### config.mk
export PLATFORM = sky130hd
export DESIGN_NAME = calc_acc_unit
export DESIGN_NICKNAME = d
export VERILOG_FILES = /design/src/rtl/calc_pkg.sv /design/src/rtl/calc_seq_mul.sv /design/src/rtl/calc_acc_unit.sv
export SDC_FILE = /design/constraint.sdc
export NUM_CORES = 1
export LEC_CHECK = 0
export ABC_AREA = 1
export CAP_MARGIN = 25
export CORE_ASPECT_RATIO = 0.8
export CORE_MARGIN = 3
export CORE_UTILIZATION = 41
export CTS_CLUSTER_SIZE = 24
export DETAILED_ROUTE_END_ITERATION = 16
export PLACE_DENSITY = 0.61
export RECOVER_POWER = 25
export SKIP_LAST_GASP = 1
export SYNTH_ARGS = -nofsm -noshare
export SYNTH_HDL_FRONTEND = slang
export SYNTH_SLANG_ARGS = --single-unit
### constraint.sdc
create_clock -name clk -period 6 [get_ports clk]
set_clock_uncertainty 0.2 [all_clocks]
set_input_delay 1.2 -clock clk [delete_from_list [all_inputs] [get_ports clk]]
set_output_delay 1.2 -clock clk [all_outputs]
set_load 0.05 [all_outputs]
### src/rtl/calc_pkg.sv
// ----------------------------------------------------------------------------
// calc_pkg
// Shared definitions for the accumulator calculator:
//   - command op-codes as presented on op_code
//   - controller state encoding
//   - saturation bound helpers (+max / -min of a two's-complement word)
// No ports; imported by calc_acc_unit and calc_seq_mul.
// ----------------------------------------------------------------------------
package calc_pkg;

    // Command op-codes
    localparam logic [2:0] OP_SHOW_IN  = 3'b000;
    localparam logic [2:0] OP_ADD      = 3'b001;
    localparam logic [2:0] OP_SUB      = 3'b010;
    localparam logic [2:0] OP_SHOW_ACC = 3'b011;
    localparam logic [2:0] OP_CLR      = 3'b100;
    localparam logic [2:0] OP_MUL      = 3'b101;

    // Controller states; the two unused encodings fall back to ST_IDLE.
    typedef enum logic [1:0] {
        ST_IDLE = 2'b00,
        ST_MUL  = 2'b01
    } state_t;

    // Widest data word the saturation helpers can describe.
    localparam int MAX_WIDTH = 64;

    // Largest positive value of a width-bit signed word, in the low bits.
    function automatic logic [MAX_WIDTH-1:0] sat_max(input int width);
        logic [MAX_WIDTH-1:0] v;
        v = '0;
        for (int i = 0; i < MAX_WIDTH; i++) begin
            if (i < width - 1) begin
                v[i] = 1'b1;
            end
        end
        return v;
    endfunction

    // Most negative value of a width-bit signed word, in the low bits.
    function automatic logic [MAX_WIDTH-1:0] sat_min(input int width);
        logic [MAX_WIDTH-1:0] v;
        v = '0;
        for (int i = 0; i < MAX_WIDTH; i++) begin
            if (i == width - 1) begin
                v[i] = 1'b1;
            end
        end
        return v;
    endfunction

endpackage

### src/rtl/calc_seq_mul.sv
// ----------------------------------------------------------------------------
// calc_seq_mul
// Iterative signed multiplier. Works on operand magnitudes with one shift-add
// step per clock and applies the sign to the finished magnitude product.
// The first step is taken on the start edge itself, so the last step lands
// WIDTH-1 edges later and done is high for the WIDTH-th cycle after start;
// the caller writes product on the edge that ends that cycle.
//
// Ports
//   clk      in   1        clock
//   reset    in   1        asynchronous, active-high reset (aborts a multiply)
//   start    in   1        capture a/b and begin; ignored while running
//   a        in   WIDTH    signed multiplicand
//   b        in   WIDTH    signed multiplier
//   done     out  1        product is final this cycle
//   product  out  2*WIDTH  signed full-width product
// ----------------------------------------------------------------------------
module calc_seq_mul
    import calc_pkg::*;
#(
    parameter int WIDTH = 8
) (
    input  logic                 clk,
    input  logic                 reset,
    input  logic                 start,
    input  logic [WIDTH-1:0]     a,
    input  logic [WIDTH-1:0]     b,
    output logic                 done,
    output logic [2*WIDTH-1:0]   product
);

    localparam int CW = $clog2(WIDTH);
    localparam logic [CW-1:0] LAST = CW'(WIDTH - 1);

    // Magnitudes as unsigned WIDTH-bit values; |-2^(WIDTH-1)| still fits.
    logic [WIDTH-1:0]   mag_a;
    logic [WIDTH-1:0]   mag_b;

    logic [2*WIDTH-1:0] partial;   // running magnitude product
    logic [2*WIDTH-1:0] mcand;     // multiplicand shifted to the next bit weight
    logic [WIDTH-1:0]   mplier;    // multiplier bits not yet consumed, LSB next
    logic               neg;       // sign of the final product
    logic               running;
    logic [CW-1:0]      cnt;       // steps completed after the start step

    assign mag_a = a[WIDTH-1] ? (~a + 1'b1) : a;
    assign mag_b = b[WIDTH-1] ? (~b + 1'b1) : b;

    always_ff @(posedge clk or posedge reset) begin
        if (reset) begin
            // NOTE: the datapath registers are reset too, so a multiply aborted by
            // reset can never leak a stale partial product into a later result.
            partial <= '0;
            mcand   <= '0;
            mplier  <= '0;
            neg     <= 1'b0;
            running <= 1'b0;
            cnt     <= '0;
        end else if (start && !running) begin
            // NOTE: clocked state is written with non-blocking assignments only, so
            // every register here sees the pre-edge value of every other one.
            partial <= mag_b[0] ? {{WIDTH{1'b0}}, mag_a} : '0;
            mcand   <= {{(WIDTH-1){1'b0}}, mag_a, 1'b0};
            mplier  <= mag_b >> 1;
            neg     <= a[WIDTH-1] ^ b[WIDTH-1];
            cnt     <= '0;
            running <= 1'b1;
        end else if (running) begin
            if (cnt == LAST) begin
                // Product was consumed on this edge.
                running <= 1'b0;
            end else begin
                if (mplier[0]) begin
                    partial <= partial + mcand;
                end
                mcand  <= mcand << 1;
                mplier <= mplier >> 1;
                cnt    <= cnt + 1'b1;
            end
        end
    end

    assign done    = running && (cnt == LAST);
    assign product = neg ? (~partial + 1'b1) : partial;

endmodule

### src/rtl/calc_acc_unit.sv
// ----------------------------------------------------------------------------
// calc_acc_unit
// Accumulator calculator between the command decoder and the display driver.
// Accepts one command per cycle over a valid/ready handshake; multiply takes
// WIDTH cycles, during which no new command is accepted.
//
// Parameters
//   WIDTH     data width of operand, accumulator and result (>= 4)
//   SATURATE  1: clamp overflowing ADD/SUB/MUL; 0: wrap modulo 2^WIDTH
//   MUL_EN    1: op 101 multiplies; 0: op 101 is reserved
//
// Ports
//   clk           in   1      clock
//   reset         in   1      asynchronous, active-high reset
//   op_valid      in   1      command present
//   op_ready      out  1      command accepted on this cycle's edge if valid
//   op_code       in   3      command code, sampled on accept
//   operand       in   WIDTH  signed operand, sampled on accept
//   result        out  WIDTH  display value register
//   result_valid  out  1      one-cycle pulse after a command completes
//   acc           out  WIDTH  accumulator register
//   overflow      out  1      sticky signed-overflow flag (cleared by CLR)
//   busy          out  1      multiply in progress (inverse of op_ready)
// ----------------------------------------------------------------------------
module calc_acc_unit
    import calc_pkg::*;
#(
    parameter int WIDTH    = 8,
    parameter bit SATURATE = 1'b0,
    parameter bit MUL_EN   = 1'b1
) (
    input  logic             clk,
    input  logic             reset,
    input  logic             op_valid,
    output logic             op_ready,
    input  logic [2:0]       op_code,
    input  logic [WIDTH-1:0] operand,
    output logic [WIDTH-1:0] result,
    output logic             result_valid,
    output logic [WIDTH-1:0] acc,
    output logic             overflow,
    output logic             busy
);

    localparam logic [MAX_WIDTH-1:0] SAT_MAX_FULL = sat_max(WIDTH);
    localparam logic [MAX_WIDTH-1:0] SAT_MIN_FULL = sat_min(WIDTH);
    localparam logic [WIDTH-1:0]     SAT_MAX      = SAT_MAX_FULL[WIDTH-1:0];
    localparam logic [WIDTH-1:0]     SAT_MIN      = SAT_MIN_FULL[WIDTH-1:0];

    state_t             state;
    logic               accept;
    logic               start_mul;
    logic               mul_done;
    logic [2*WIDTH-1:0] product;

    // Handshake is a pure function of the state register.
    assign op_ready  = (state == ST_IDLE);
    assign busy      = ~op_ready;
    assign accept    = op_valid & op_ready;
    assign start_mul = accept & MUL_EN & (op_code == OP_MUL);

    // Pick the stored value for an arithmetic result: clamp toward the true
    // sign when saturating, otherwise keep the wrapped low bits.
    function automatic logic [WIDTH-1:0] fit(input logic             ovf,
                                             input logic             negative,
                                             input logic [WIDTH-1:0] wrapped);
        if (ovf && SATURATE) begin
            return negative ? SAT_MIN : SAT_MAX;
        end
        return wrapped;
    endfunction

    // ------------------------------------------------------------------
    // ADD/SUB: one guard bit above the sign; the true sum is out of range
    // exactly when the guard and sign bits disagree, and the guard bit is
    // the true sign.
    // ------------------------------------------------------------------
    logic [WIDTH:0]   ext_acc;
    logic [WIDTH:0]   ext_opd;
    logic [WIDTH:0]   sum;
    logic             add_ovf;
    logic [WIDTH-1:0] add_val;

    assign ext_acc = {acc[WIDTH-1], acc};
    assign ext_opd = {operand[WIDTH-1], operand};
    assign sum     = (op_code == OP_SUB) ? (ext_acc - ext_opd) : (ext_acc + ext_opd);
    assign add_ovf = sum[WIDTH] ^ sum[WIDTH-1];
    assign add_val = fit(add_ovf, sum[WIDTH], sum[WIDTH-1:0]);

    // ------------------------------------------------------------------
    // MUL: the 2W-bit product fits in W bits only when every bit from the
    // W-bit sign position upward is a copy of the product's sign.
    // ------------------------------------------------------------------
    logic             mul_ovf;
    logic [WIDTH-1:0] mul_val;

    assign mul_ovf = ~((&product[2*WIDTH-1:WIDTH-1]) | ~(|product[2*WIDTH-1:WIDTH-1]));
    assign mul_val = fit(mul_ovf, product[2*WIDTH-1], product[WIDTH-1:0]);

    // mul_done rises when the multiplier's step count reaches WIDTH-1, i.e.
    // in the WIDTH-th cycle after the accepting edge.
    calc_seq_mul #(
        .WIDTH (WIDTH)
    ) u_mul (
        .clk     (clk),
        .reset   (reset),
        .start   (start_mul),
        .a       (acc),
        .b       (operand),
        .done    (mul_done),
        .product (product)
    );

    // ------------------------------------------------------------------
    // Controller and registers
    // ------------------------------------------------------------------
    always_ff @(posedge clk or posedge reset) begin
        if (reset) begin
            state        <= ST_IDLE;
            acc          <= '0;
            result       <= '0;
            overflow     <= 1'b0;
            result_valid <= 1'b0;
        end else begin
            result_valid <= 1'b0;
            case (state)
                ST_IDLE: begin
                    if (accept) begin
                        result_valid <= 1'b1;
                        case (op_code)
                            OP_SHOW_IN: begin
                                result <= operand;
                            end
                            OP_ADD, OP_SUB: begin
                                acc    <= add_val;
                                result <= '0;
                                if (add_ovf) begin
                                    overflow <= 1'b1;
                                end
                            end
                            OP_SHOW_ACC: begin
                                result <= acc;
                            end
                            OP_CLR: begin
                                acc      <= '0;
                                result   <= '0;
                                overflow <= 1'b0;
                            end
                            OP_MUL: begin
                                // With the multiplier disabled this is a reserved
                                // code: it still completes but changes nothing.
                                if (MUL_EN) begin
                                    state        <= ST_MUL;
                                    result_valid <= 1'b0;
                                end
                            end
                            default: begin
                                // Reserved codes complete without side effects.
                            end
                        endcase
                    end
                end

                ST_MUL: begin
                    if (mul_done) begin
                        acc          <= mul_val;
                        result       <= '0;
                        result_valid <= 1'b1;
                        state        <= ST_IDLE;
                        if (mul_ovf) begin
                            overflow <= 1'b1;
                        end
                    end
                end

                default: begin
                    state <= ST_IDLE;
                end
            endcase
        end
    end

endmodule
Word-level counts from Yosys, hierarchy flattened
Cells that the tools add are included.

Add/sub/neg operators: 7. Muxes and demuxes: 43. Bitwise logic cells: 10. Eq/ne operators: 15. Reduce and logical (&&, ||, !) cells: 18.

Operators with widths (count): $mux 16 (8); $mux 8 (10); $pmux 8 s2 (3); $pmux 8 s3 (1); $add 16x1->16 const B (1); $add 16x16->16 (1); $add 8x1->8 const B (2); $not 16->16 (1); $not 8->8 (2); $mux 1 (10); $add 8x8->9 (1); $eq 3x3->1 const B (3); $mux 3 (3); $mux 9 (1); $reduce_and 9->1 (1); $reduce_or 9->1 (1); $sub 8x8->9 (1); $reduce_and 4->1 (2); $eq 3x2->1 const B (2); $mux 2 (3); $ne 2x1->1 const B (3); $pmux 1 s2 (3); $reduce_and 3->1 (2); $reduce_and 6->1 (1); 20 further kinds (27).

Logic and storage cells: 104. Register bits: 65.

Depth between registers and ports, before layout
Depth after elaboration: 9. Gate-level depth with buffers: 23. Mapped depth without buffers: 23.

Hierarchy
A second synthesis with hierarchy kept.

Cell total of the unflattened synthesis: 783. Area, all modules: 5276.3 um^2.

Modules (own cells, without submodules): calc_seq_mul (area an instance 3499.6 um^2, cells each 533, instances 1); calc_acc_unit (area an instance 1776.7 um^2, cells each 250, instances 1).

Worst setup path after synthesis
No wires, ideal clock.

Path kind: input-to-reg. Start: in operand[0]. End: reg overflow. Path buffers: 0. Data arrival time: 3.188 ns. Stages: 22. Path slack: 2.492 ns. Cells stage by stage: inv_1 ha_1 nand2_1 o31ai_1 nand2_1 nand2_1 o21ai_0 ha_1 inv_1 o21bai_1 a21oi_1 nand2_1 nand2_1 nand2_1 inv_1 nand2_1 nand3_1 nand2_1 inv_1 nand2_1 nand2_1 nand2_1.

Cells in the longest elaborated chain, start to end: 5. Elaborated cells between the ends (all ways): 6. Those cells by class: add/sub (2); eq/ne (1); mux (1); bitwise (1); reduce/logical (1).

Ends and longest elaborated chain: from (decl) (RTL line calc_acc_unit.sv:37) `input logic [WIDTH-1:0] operand,`; $add 8x8->9 or $sub 8x8->9 (tied branches) (RTL line calc_acc_unit.sv:86) `assign sum = (op_code == OP_SUB) ? (ext_acc - ext_opd) : (ext_acc + ext_opd);`; $mux 9 (*) (RTL line calc_acc_unit.sv:86); $xor 1x1->1 (*) (RTL line calc_acc_unit.sv:87) `assign add_ovf = sum[WIDTH] ^ sum[WIDTH-1];`; $ne 3x3->1 (no source line) (*); $reduce_and 6->1 (no source line) (*); to (signal assigned) (RTL line calc_acc_unit.sv:122) `overflow <= 1'b0;`; to (signal assigned) (RTL line calc_acc_unit.sv:138) `overflow <= 1'b1;`; to (signal assigned) (RTL line calc_acc_unit.sv:147) `overflow <= 1'b0;`; to (decl) (RTL line calc_acc_unit.sv:41) `output logic overflow,`.

Mark *: on every way between the ends. The rest lies on a longest branch, timed or not. A chain may end at the register's enable or synchronous reset.

Worst setup path in the final report
Ends and elaborated chain as after synthesis.

==> out/qor.txt <==
Status: finished clean
Predominant post-synthesis flop cell: dfrtp_1
Unique cell type count in the Yosys netlist: 42
Largest net degree at the start of global routing: 63
FF+latch count, synth: 62
Unrepaired setup endpoints after global routing: no
Antenna-violating nets left: 0
DP Cell Count: 796
I/O pins: 34
Diodes inserted: 0
R2R Path Start: state[0]
Pwr/cell area: 619.7 mW/mm²
Clk_lat worst skew: 0.33 ns
Fin. Hold Viols: 0
Chip Height: 100.6 µm
Row cnt: 33
First-pass GRT wire length: 21,610 µm
Critical Path Start Type: primary input
Routed vias: 4,418
Slew Viols, Final: 0
Die Width: 124.2 µm
Setup TNS: 0 ns
Total iterations of the first detailed-routing run: 5
Post-Syn Area per Cell: 7.229 µm²
Setup violators final: 0
Metal1 wirelength: 7291 µm
Max Fanout on Critical Path: 8
CTS-repair resized insts: 0
DP HPWL: 10,260 µm
Element type at the critical path end: register
Rel. slew slack: 46.59%
Final #Nets: 712
Clk pin slew, worst setup/hold paths: 0.06 ns
Leakage: 0.002506 µW
Vias per cell: 5.441
Vias in the first global route: 3,977
CTS Root Buffer Type: clkbuf_16
Async SR Flop Fraction: 100.0%
Routed length on met2: 5195 µm
H-Tree Depth: 3
Clock buffer depth: 2
Core ar.: 0.01057 mm²
Tcrit/Tclk final: 72.10%
Worst Tran Pin Value: 0.8011 ns
Area Overhead vs Synth: 16.30%
Compound-cell area share of the yosys netlist: 20.58%
Met3 routed WL: 831 µm
Non-filler cells, final: 812
Sequential fraction of the synthesis area: 33.85%
Detailed router's first-iteration violation count: 423
Most frequent cells in the layout: 143 x nand2_1, 64 x inv_1, 62 x dfrtp_1
CP Launch Point: operand[0]
Setup CP Type: primary input to register
Layout cells sized above 1: 7.440%
Ys Warns: 0
Clk sinks: 62
DR DRC count: 0
Highest Signal Layer: met4
Power, Total: 3303 µW
Total CTS buffers: 9
Hold_buf cts: 0
CTS tree: done
Cell count after synthesis: 634
Postcts setup bufs: 0
Die ar.: 0.01249 mm²
Initial antenna violation count: 0
Post-Route Utilization: 50.43%
Placer Congestion: 0.8575
Xor-xnor portion of the synthesized cell area: 2.293%
HP Start: u_mul.cnt[0]
EDFF count, synth: 0
Starting Density: 43.36%
Peak supply drop: 0.0002558 V
Minimum clock period: 4.326 ns
Fin area: 0.005330 mm²
Post-Synth Adder-Cell Area: 8.791%
DR WL/cell: 16.53 µm
Main combinational cell family by area after synthesis: simple AND/OR/NAND/NOR gates
Synth Area in Simple Gates: 26.75%
Global Route Usage Sum: 21.77%
Routed WL: 13,420 µm
Mux share of post-synthesis cell area: 0%
Max-cap violations: 0
GRT overflow: 0
Number of port buffers: 33
Crit path arrival time: 4.35 ns
Placement Cell Area: 0.005030 mm²
Hold Path Class: register to register
Mapped Area: 0.004583 mm²
Post-Synthesis Net Count: 679
Fmax: 231.2 MHz
Commonest non-fill, non-tap cell in the layout: nand2_1
Worst EP required: 6.02 ns
-- synthesized netlist by cell type (2+ instances only) --
master    number  area (µm²)
a211oi_1       4       30.03
nor2_1        58       217.7
o211ai_1       2       15.01
o221ai_1       7       61.31
buf_2          5       25.02
inv_1         65       244.0
nor3_1         7       35.03
nand2_2        6       37.54
ha_1          29       362.9
a22oi_1       11       82.58
nand2_1      143       536.8
o22ai_1       12       75.07
a22o_1         3       26.28
clkinv_1       2       7.510
nand3b_1       4       30.03
o31ai_1        2       15.01
inv_2          8       30.03
a31oi_1        9       56.30
o21ai_0       56       280.3
xor2_1        11       96.34
a21oi_2        2       17.52
o21bai_1       3       22.52
buf_4          4       30.03
nor2_2         4       25.02
o21ai_1        3       15.01
nand3_1       43       215.2
a21oi_1       40       200.2
nor2_4         3       33.78
clkbuf_1       3       11.26
nand4_1        6       37.54
dfrtp_1       62        1551
fa_1           2       40.04
or2_2          6       37.54
-- power breakdown --
part / internal (µW) / switching [µW]
sequential: 604 / 261
clock: 327 / 220
combinational: 664 / 1230
-- cell families after synthesis --
kind of cell	count (synthesis)
compound gates	159
buf+inv	88
simple gates	282
flops	62
fa+ha+maj	31
xor+xnor	12
-- worst paths after layout --
kind,to,slack [ns],cells past startpoint
max in group asynchronous,acc[6],3.73,3
worst max-delay path,overflow,1.67,22
worst min-delay path,u_mul.cnt[0],0.28,1
worst max register to register,u_mul.mcand[3],3.03,9
min in group asynchronous,u_mul.mcand[14],1.33,3
worst min register to register,u_mul.cnt[0],0.28,1
-- state kept, by name (all words and copies together) (netlist names), 3 cells and up --
signal and flops:
acc 8, result 8, u_mul.cnt 3, u_mul.mcand 15
u_mul.mplier 7, u_mul.partial 16
-- critical path: stages --
cell and delay [ns]:
clkdlybuf4s50_1 0.70, inv_1 0.21, ha_1 0.27, nand2_1 0.11, nor2_2 0.06, xor2_1 0.16
nand2_1 0.07, o21ai_0 0.11, ha_1 0.39, a21o_1 0.23, a21oi_1 0.18, nand2_1 0.07
nand2_1 0.05, nand2_1 0.06, inv_1 0.07, nand2_1 0.05, nand3_1 0.06, nand2_1 0.05
inv_1 0.07, nand2_1 0.06, nand2_1 0.06, nand2_1 0.05
-- area by class of cell --
type                            count  area [µm²]
Fill cell                        1033        5240
Multi-Input combinational cell    484        2673
Sequential cell                    62        1551
Timing Repair Buffer               34       337.8
Inverter                           76       287.8
Clock buffer                        9       225.2
Tap cell                          140       175.2
Clock inverter                      7       80.08
-- through the flow --
step / hold WS [ns] / setup WS (ns)
global route: 0.3085 / 1.364
global placement: 0.2638 / 1.538
finish: 0.2833 / 1.674
CTS: 0.2802 / 1.729
detailed placement: 0.2712 / 1.381
floorplan: 0.2497 / 2.492
-- metal layers --
metal,GRT usage (%),up-vias
li1,-,2225
met1,34.87,2052
met2,28.99,131
met3,5.350,10
met4,4.634,0
met5,0,-
Note: power is estimated with default switching activity, not from simulation.
